`src/rtl/cursor_input_ctrl_pkg.sv`:
```
// Shared encodings for the cursor/house input path: house codes, direction
// bit positions inside btn_dir, and the auto-repeat state type.
package hp_input_pkg;

  localparam logic [1:0] HOUSE_G = 2'd0;
  localparam logic [1:0] HOUSE_S = 2'd1;
  localparam logic [1:0] HOUSE_H = 2'd2;
  localparam logic [1:0] HOUSE_R = 2'd3;

  localparam int DIR_UP    = 3;
  localparam int DIR_DOWN  = 2;
  localparam int DIR_LEFT  = 1;
  localparam int DIR_RIGHT = 0;

  typedef enum logic [1:0] {
    RPT_IDLE,
    RPT_DELAY,
    RPT_REPEAT
  } rpt_state_t;

  // Pressed-house vector is ordered G,S,H,R from bit 3 down; G wins ties.
  function automatic logic [1:0] house_encode(input logic [3:0] pressed);
    if (pressed[3])      return HOUSE_G;
    else if (pressed[2]) return HOUSE_S;
    else if (pressed[1]) return HOUSE_H;
    else                 return HOUSE_R;
  endfunction

endpackage

```
`src/rtl/cursor_input_ctrl_if.sv`:
```
// Board-pin and display-side signals of the cursor input conditioner.
interface cursor_input_ctrl_if #(
  parameter int H_RES = 640,
  parameter int V_RES = 480
);
  localparam int XW = $clog2(H_RES);
  localparam int YW = $clog2(V_RES);

  logic [3:0]    btn_dir;
  logic [3:0]    btn_house;
  logic          frame_start;
  logic [XW-1:0] cursor_x;
  logic [YW-1:0] cursor_y;
  logic [1:0]    house;
  logic          house_valid;
  logic          move_pulse;

  modport master (
    output btn_dir, btn_house, frame_start,
    input  cursor_x, cursor_y, house, house_valid, move_pulse
  );

  modport slave (
    input  btn_dir, btn_house, frame_start,
    output cursor_x, cursor_y, house, house_valid, move_pulse
  );
endinterface

```
`src/rtl/cursor_input_ctrl_btn_debounce.sv`:
```
// One push-button: polarity fix, 2-flop synchroniser, stable-count debouncer
// and a one-cycle press pulse on the debounced rising edge.
module btn_debounce #(
  parameter int DEBOUNCE_CYC = 500000,
  parameter bit ACTIVE_LOW   = 1'b1
) (
  input  logic clock,
  input  logic resetn,
  input  logic pin,
  output logic level,
  output logic press
);
  localparam int CW = $clog2(DEBOUNCE_CYC + 1);
  localparam logic [CW-1:0] CNT_MAX = CW'(DEBOUNCE_CYC);

  logic          pin_active;
  logic [1:0]    sync_reg;
  logic          level_reg;
  logic          press_reg;
  logic [CW-1:0] cnt_reg;

  // Inverting before the flops keeps the all-zero reset state "not pressed".
  assign pin_active = ACTIVE_LOW ? ~pin : pin;

  always_ff @(posedge clock or negedge resetn) begin
    if (!resetn) begin
      sync_reg  <= '0;
      level_reg <= 1'b0;
      press_reg <= 1'b0;
      cnt_reg   <= '0;
    end else begin
      sync_reg  <= {sync_reg[0], pin_active};
      press_reg <= 1'b0;
      if (sync_reg[1] == level_reg) begin
        cnt_reg <= '0;
      end else if (cnt_reg == CNT_MAX) begin
        level_reg <= sync_reg[1];
        press_reg <= sync_reg[1];
        cnt_reg   <= '0;
      end else begin
        cnt_reg <= cnt_reg + 1'b1;
      end
    end
  end

  assign level = level_reg;
  assign press = press_reg;
endmodule

```
`src/rtl/cursor_input_ctrl.sv`:
```
// Cursor/house input conditioner: debounced buttons, per-direction auto-repeat,
// clamped target position copied to the display at frame start, house latch.
module cursor_input_ctrl
  import hp_input_pkg::*;
#(
  parameter int H_RES          = 640,
  parameter int V_RES          = 480,
  parameter int CUR_W          = 16,
  parameter int CUR_H          = 16,
  parameter int STEP           = 4,
  parameter int DEBOUNCE_CYC   = 500000,
  parameter int REPEAT_DELAY   = 25000000,
  parameter int REPEAT_PERIOD  = 5000000,
  parameter int BTN_ACTIVE_LOW = 1
) (
  input  logic                clock,
  input  logic                resetn,
  cursor_input_ctrl_if.slave  bus
);
  localparam int XW = $clog2(H_RES);
  localparam int YW = $clog2(V_RES);
  localparam logic [XW:0] X_MAX  = (XW+1)'(H_RES - CUR_W);
  localparam logic [YW:0] Y_MAX  = (YW+1)'(V_RES - CUR_H);
  localparam logic [XW:0] X_INIT = (XW+1)'((H_RES - CUR_W) / 2);
  localparam logic [YW:0] Y_INIT = (YW+1)'((V_RES - CUR_H) / 2);
  localparam logic [XW:0] STEP_X = (XW+1)'(STEP);
  localparam logic [YW:0] STEP_Y = (YW+1)'(STEP);
  localparam int RPT_MAX = (REPEAT_DELAY > REPEAT_PERIOD) ? REPEAT_DELAY : REPEAT_PERIOD;
  localparam int RW = $clog2(RPT_MAX + 1);
  localparam logic [RW-1:0] DELAY_MAX  = RW'(REPEAT_DELAY);
  localparam logic [RW-1:0] PERIOD_MAX = RW'(REPEAT_PERIOD);

  logic [7:0] pins, db_level, db_press;
  logic [3:0] dir_level, dir_press, dir_step, house_evt;

  assign pins = {bus.btn_dir, bus.btn_house};

  generate
    for (genvar gi = 0; gi < 8; gi++) begin : g_db
      btn_debounce #(
        .DEBOUNCE_CYC (DEBOUNCE_CYC),
        .ACTIVE_LOW   (BTN_ACTIVE_LOW != 0)
      ) u_db (
        .clock  (clock),
        .resetn (resetn),
        .pin    (pins[gi]),
        .level  (db_level[gi]),
        .press  (db_press[gi])
      );
    end
  endgenerate

  assign dir_level = db_level[7:4];
  assign dir_press = db_press[7:4];
  assign house_evt = db_press[3:0] & db_level[3:0];

  // Counter restarts at 1 on every step, so a step fires exactly N cycles later.
  generate
    for (genvar gi = 0; gi < 4; gi++) begin : g_rpt
      rpt_state_t    state_reg, state_next;
      logic [RW-1:0] cnt_reg, cnt_next;
      logic          step_c;

      always_ff @(posedge clock or negedge resetn) begin
        if (!resetn) begin
          state_reg <= RPT_IDLE;
          cnt_reg   <= '0;
        end else begin
          state_reg <= state_next;
          cnt_reg   <= cnt_next;
        end
      end

      always_comb begin
        state_next = state_reg;
        cnt_next   = cnt_reg + 1'b1;
        step_c     = 1'b0;
        case (state_reg)
          RPT_IDLE: begin
            cnt_next = '0;
            if (dir_press[gi]) begin
              state_next = RPT_DELAY;
              cnt_next   = RW'(1);
              step_c     = 1'b1;
            end
          end
          RPT_DELAY: begin
            if (!dir_level[gi]) begin
              state_next = RPT_IDLE;
              cnt_next   = '0;
            end else if (cnt_reg == DELAY_MAX) begin
              state_next = RPT_REPEAT;
              cnt_next   = RW'(1);
              step_c     = 1'b1;
            end
          end
          RPT_REPEAT: begin
            if (!dir_level[gi]) begin
              state_next = RPT_IDLE;
              cnt_next   = '0;
            end else if (cnt_reg == PERIOD_MAX) begin
              cnt_next = RW'(1);
              step_c   = 1'b1;
            end
          end
          default: begin
            state_next = RPT_IDLE;
            cnt_next   = '0;
          end
        endcase
      end

      assign dir_step[gi] = step_c;
    end
  endgenerate

  logic [XW:0]   tx_reg, tx_next, tx_inc, tx_dec;
  logic [YW:0]   ty_reg, ty_next, ty_inc, ty_dec;
  logic [XW-1:0] cursor_x_reg;
  logic [YW-1:0] cursor_y_reg;
  logic [1:0]    house_reg;
  logic          house_valid_reg, move_pulse_reg;

  // One spare bit: a decrement below zero shows up in the top bit.
  always_comb begin
    tx_inc  = tx_reg + STEP_X;
    tx_dec  = tx_reg - STEP_X;
    ty_inc  = ty_reg + STEP_Y;
    ty_dec  = ty_reg - STEP_Y;
    tx_next = tx_reg;
    ty_next = ty_reg;
    if (dir_step[DIR_RIGHT] && !dir_step[DIR_LEFT])
      tx_next = (tx_inc > X_MAX) ? X_MAX : tx_inc;
    else if (dir_step[DIR_LEFT] && !dir_step[DIR_RIGHT])
      tx_next = tx_dec[XW] ? '0 : tx_dec;
    if (dir_step[DIR_DOWN] && !dir_step[DIR_UP])
      ty_next = (ty_inc > Y_MAX) ? Y_MAX : ty_inc;
    else if (dir_step[DIR_UP] && !dir_step[DIR_DOWN])
      ty_next = ty_dec[YW] ? '0 : ty_dec;
  end

  always_ff @(posedge clock or negedge resetn) begin
    if (!resetn) begin
      tx_reg          <= X_INIT;
      ty_reg          <= Y_INIT;
      cursor_x_reg    <= X_INIT[XW-1:0];
      cursor_y_reg    <= Y_INIT[YW-1:0];
      move_pulse_reg  <= 1'b0;
      house_reg       <= HOUSE_G;
      house_valid_reg <= 1'b0;
    end else begin
      tx_reg         <= tx_next;
      ty_reg         <= ty_next;
      move_pulse_reg <= (tx_next != tx_reg) || (ty_next != ty_reg);
      // Copies the pre-step target; a coincident step appears next frame.
      if (bus.frame_start) begin
        cursor_x_reg <= tx_reg[XW-1:0];
        cursor_y_reg <= ty_reg[YW-1:0];
      end
      if (|house_evt) begin
        house_reg       <= house_encode(house_evt);
        house_valid_reg <= 1'b1;
      end
    end
  end

  assign bus.cursor_x    = cursor_x_reg;
  assign bus.cursor_y    = cursor_y_reg;
  assign bus.house       = house_reg;
  assign bus.house_valid = house_valid_reg;
  assign bus.move_pulse  = move_pulse_reg;
endmodule

```
`src/flat_wrapper.sv`:
```
// flat-port wrapper written by rule: the top's interface ports become plain ports
module cursor_input_ctrl_flat import hp_input_pkg::*;
#(
  parameter int H_RES          = 640,
  parameter int V_RES          = 480,
  parameter int CUR_W          = 16,
  parameter int CUR_H          = 16,
  parameter int STEP           = 4,
  parameter int DEBOUNCE_CYC   = 500000,
  parameter int REPEAT_DELAY   = 25000000,
  parameter int REPEAT_PERIOD  = 5000000,
  parameter int BTN_ACTIVE_LOW = 1
)
  (clock, resetn, bus_btn_dir, bus_btn_house, bus_frame_start, bus_cursor_x, bus_cursor_y, bus_house, bus_house_valid, bus_move_pulse);
  cursor_input_ctrl_if #(.H_RES(H_RES), .V_RES(V_RES)) bus_i ();
  input  logic clock;
  input  logic resetn;
  input wire logic [$bits(bus_i.btn_dir)-1:0] bus_btn_dir;
  input wire logic [$bits(bus_i.btn_house)-1:0] bus_btn_house;
  input wire logic [$bits(bus_i.frame_start)-1:0] bus_frame_start;
  output wire logic [$bits(bus_i.cursor_x)-1:0] bus_cursor_x;
  output wire logic [$bits(bus_i.cursor_y)-1:0] bus_cursor_y;
  output wire logic [$bits(bus_i.house)-1:0] bus_house;
  output wire logic [$bits(bus_i.house_valid)-1:0] bus_house_valid;
  output wire logic [$bits(bus_i.move_pulse)-1:0] bus_move_pulse;
  assign bus_i.btn_dir = bus_btn_dir;
  assign bus_i.btn_house = bus_btn_house;
  assign bus_i.frame_start = bus_frame_start;
  assign bus_cursor_x = bus_i.cursor_x;
  assign bus_cursor_y = bus_i.cursor_y;
  assign bus_house = bus_i.house;
  assign bus_house_valid = bus_i.house_valid;
  assign bus_move_pulse = bus_i.move_pulse;
  cursor_input_ctrl #(.H_RES(H_RES), .V_RES(V_RES), .CUR_W(CUR_W), .CUR_H(CUR_H), .STEP(STEP), .DEBOUNCE_CYC(DEBOUNCE_CYC), .REPEAT_DELAY(REPEAT_DELAY), .REPEAT_PERIOD(REPEAT_PERIOD), .BTN_ACTIVE_LOW(BTN_ACTIVE_LOW)) u_core (.clock(clock), .resetn(resetn), .bus(bus_i));
endmodule
```
`config.mk`:
```
export PLATFORM = sky130hd
export DESIGN_NAME = cursor_input_ctrl_flat
export DESIGN_NICKNAME = d
export VERILOG_FILES = /design/src/rtl/cursor_input_ctrl_pkg.sv /design/src/rtl/cursor_input_ctrl_if.sv /design/src/rtl/cursor_input_ctrl_btn_debounce.sv /design/src/rtl/cursor_input_ctrl.sv /design/src/flat_wrapper.sv
export SDC_FILE = /design/constraint.sdc
export NUM_CORES = 1
export LEC_CHECK = 0
export CORE_AREA = 2 2 190 192
export CTS_CLUSTER_SIZE = 20
export DETAILED_ROUTE_END_ITERATION = 8
export DIE_AREA = 0 0 192 194
export GPL_TIMING_DRIVEN = 0
export HOLD_SLACK_MARGIN = 0.15
export PLACE_DENSITY_LB_ADDON = 0.08
export SKIP_CTS_REPAIR_TIMING = 1
export SYNTH_ARGS = -nofsm -noshare
export SYNTH_HDL_FRONTEND = slang
export SYNTH_SLANG_ARGS = --single-unit
```
`constraint.sdc`:
```
create_clock -name clock -period 2.5 [get_ports clock]
set_input_delay 0.5 -clock clock [delete_from_list [all_inputs] [get_ports clock]]
set_output_delay 0.5 -clock clock [all_outputs]
set_load 0.03 [all_outputs]
```
==> insert_results.sql <==
INSERT INTO impl_metrics (metric_group, metric, value, unit) VALUES
('global_route', 'grt-ovfl-total', '0', ''),
('final_layout', 'layout-drive-gt1-share', '12.4', '%'),
('sta', 'final-hold-violation-count', '0', ''),
('logic_synthesis', 'yosys_register_bits', '336', ''),
('logic_synthesis', 'ys.flop_type', 'dfrtp_1', ''),
('global_route', 'grt_busiest_layer', 'met2', ''),
('sta', 'max_freq', '349', 'MHz'),
('global_route', 'grtUsageMet1', '26.2', '%'),
('setup_path', 'worstSetupEndpointType', 'flip-flop', ''),
('logic_synthesis', 'synth_largest_type_area_fraction', '46.1', '%'),
('setup_path', 'setup.worst_path.start_class', 'flip-flop', ''),
('final_layout', 'n_fill_cell', '3087', ''),
('pwr', 'sequentialPowerShare', '47.7', '%'),
('sta', 'timing.final.max_slew_violations', '0', ''),
('logic_synthesis', 'netlist-cell-type-count', '80', ''),
('logic_synthesis', 'synth_area_leaders', 'dfrtp_1, nor2_1, xor2_1', ''),
('logic_synthesis', 'yosys_warnings', '0', ''),
('run', 'maxCapViolations', '0', ''),
('clock_network', 'tritoncts', 'done', ''),
('outcome', 'violated_checks', 'setup timing', ''),
('route', 'number_of_violations_reported_at_the_end_of_detailed_routing_iteration_0', '716', ''),
('sta', 'min_hold_slack', '0.342', 'ns'),
('pwr', 'netSwitchingPower', '2450', 'uW'),
('clock_network', 'worstSkewPairLatency', '0.55', 'ns'),
('sta', 'final-setup-viol-count', '5', ''),
('setup_path', 'cp.required', '2.96', 'ns'),
('sta', 'fin_worst_skew', '0.0182', 'ns'),
('place', 'dpl_worst_slack', '-0.676', 'ns'),
('sta', 'grt_setup_unrepaired', 'true', ''),
('pwr', 'cellLeakagePower', '0.00853', 'uW'),
('pwr', 'power_switching_share', '21.2', '%'),
('final_layout', 'area_growth_syn_to_layout', '16.9', '%'),
('sta', 'transition_time_at_the_pin_with_the_least_slew_margin', '0.841', 'ns'),
('global_route', 'grt_first_pass_wirelength', '60.0', 'mm'),
('floorplanning', 'design.portCount', '34', ''),
('place', 'io_buffers', '32', ''),
('floorplanning', 'num_rows', '69', ''),
('route', 'wirelength', '34.8', 'mm'),
('floorplanning', 'die_height', '194', 'um'),
('route', 'num_vias', '13000', ''),
('sta', 'timing.final.crit_period', '2.87', 'ns'),
('pwr', 'share_of_total_power_in_combinational_logic', '2.4', '%'),
('logic_synthesis', 'edff_count_synth', '0', ''),
('floorplanning', 'core-area', '35200', 'um2'),
('worst_hold_path', 'hold_class', 'flip-flop to flip-flop', ''),
('global_route', 'gr-usage-all-layers', '19.1', '%'),
('floorplanning', 'start_util', '49.3', '%'),
('pwr', 'ir_drop', '0.520', 'mV'),
('place', 'placed_cell_area', '18400', 'um2'),
('pwr', 'powerDensity', '572', 'nW/um2'),
('global_route', 'vias_in_the_first_global_route', '12600', ''),
('global_route', 'grtUsageMet2', '31.1', '%'),
('clock_network', 'cts_num_sinks', '336', ''),
('final_layout', 'finish.instance_area', '20300', 'um2'),
('setup_path', 'timing.setup.critical_path_class', 'flip-flop to flip-flop', ''),
('logic_synthesis', 'ys_seq_area_share', '48.5', '%'),
('floorplanning', 'floorplan.die_area', '37200', 'um2'),
('logic_synthesis', 'syn_nets', '1888', ''),
('global_route', 'grt_start_max_net_pins', '97', ''),
('logic_synthesis', 'top_cell_types_by_occurrence_after_synthesis', 'nor2_1, dfrtp_1, nand3_1, nand2_1, xor2_1', ''),
('place', 'place_hpwl', '23.5', 'mm'),
('sta', 'setup_ws', '-0.367', 'ns'),
('place', 'routability_congestion_estimate_from_global_placement', '0.838', ''),
('final_layout', 'finalNetCount', '1990', ''),
('final_layout', 'diode_insertion_count_for_antenna_repair', '0', ''),
('clock_network', 'tritoncts.num_buffers', '40', ''),
('clock_network', 'clock_tree.buffer_depth', '3', ''),
('pwr', 'p_int', '9140', 'uW'),
('clock_network', 'path_clk_slew', '0.06', 'ns'),
('outcome', 'status', 'finished with violations', ''),
('route', 'antenna_violating_nets_post_route', '0', '');
metal layers:
| metal | part of all wire, % | vias up | wire [um] |
|---|---|---|---|
| met4 | 2.3 | 0 | 804 |
| met5 | 0 | - | 0 |
| met2 | 46 | 180 | 16200 |
| met3 | 3.2 | 57 | 1100 |
| met1 | 48 | 6323 | 16700 |
| li1 | - | 6465 | - |
cells in the final DEF (no fill, tap or decap), types with 16 or more instances in the layout:
cell             instances
mux2_2                  27
nor2_1                 327
nand3_1                132
nor4_1                  16
xor2_1                 126
dfstp_2                 16
inv_1                   76
ha_1                    41
xnor2_1                104
clkbuf_1                27
clkbuf_16               42
and3_1                  57
nand4_1                 31
clkdlybuf4s50_1         31
a21oi_1                 49
nand2_1                124
dfrtp_1                317
buf_4                   31
o21ai_0                 42
or3_1                   20
nor3_1                  38
layout make-up:
cell class                      instances  area, um2  share of cell area, %
Multi-Input combinational cell       1357       8680                   42.8
Sequential cell                       336       8430                   41.6
Clock buffer                           58       1180                   5.82
Timing Repair Buffer                   68        691                   3.40
Tap cell                              461        577                   2.84
Inverter                               79        297                   1.46
Buffer                                 51        289                   1.42
Clock inverter                         12        139                  0.685
kinds of logic after synthesis:
kind of cell,after synthesis,synth area share [%]
XOR/XNOR,232,11.7
buffers and inverters,138,3.10
adder cells (fa/ha/maj),46,3.32
flip-flops,336,48.5
AND/OR/NAND/NOR,874,24.9
AO/OA/AOI/OAI,175,6.51
multiplexers,30,1.92
final timing paths:
kind                       slack [ns]                       startpoint  cells past startpoint                         endpoint
setup / recovery                -0.37       u_core.g_rpt[3].cnt_reg[0]                     13            u_core.bus.move_pulse
hold / removal                   0.34  u_core.g_db[4].u_db.sync_reg[0]                      0  u_core.g_db[4].u_db.sync_reg[1]
setup reg to reg                -0.37       u_core.g_rpt[3].cnt_reg[0]                     13            u_core.bus.move_pulse
hold reg to reg                  0.34  u_core.g_db[4].u_db.sync_reg[0]                      0  u_core.g_db[4].u_db.sync_reg[1]
max in group asynchronous        0.65                           resetn                      4           u_core.bus.cursor_y[7]
min in group asynchronous        0.52                           resetn                      2   u_core.g_db[5].u_db.cnt_reg[6]
power groups by stage:
| stage | Clock (uW) | Combinational, uW | Sequential (uW) |
|---|---|---|---|
| 2_1_floorplan | 0 | 116 | 5620 |
| 4_1_cts | 6000 | 292 | 5530 |
| 6_report | 5790 | 276 | 5530 |
| 3_3_place_gp | 0 | 270 | 5630 |
| 3_5_place_dp | 0 | 291 | 5630 |
| 5_1_grt | 6230 | 328 | 5530 |
per-stage QoR:
step	util, %	std cells	setup TNS (ns)
finish	57.6	2422	-0.790
global route	57.6	2422	-1.84
CTS	56.0	2397	-12.46
detailed placement	52.3	2327	-11.39
global placement	52.0	2324	-4625.72
floorplan	-	1831	-0.0730
critical path, cell delays in order, from the launching register on:
cell      delay [ns]
dfrtp_1         0.41
inv_2           0.09
ha_4            0.12
and4b_1         0.21
and4_4          0.22
or3b_4          0.39
a311oi_2        0.31
buf_4           0.21
buf_4           0.12
nand3_1         0.07
o21a_1          0.14
o221a_1         0.23
and4_1          0.17
nand4_1         0.10
Note: power is estimated with default switching activity, not from simulation.
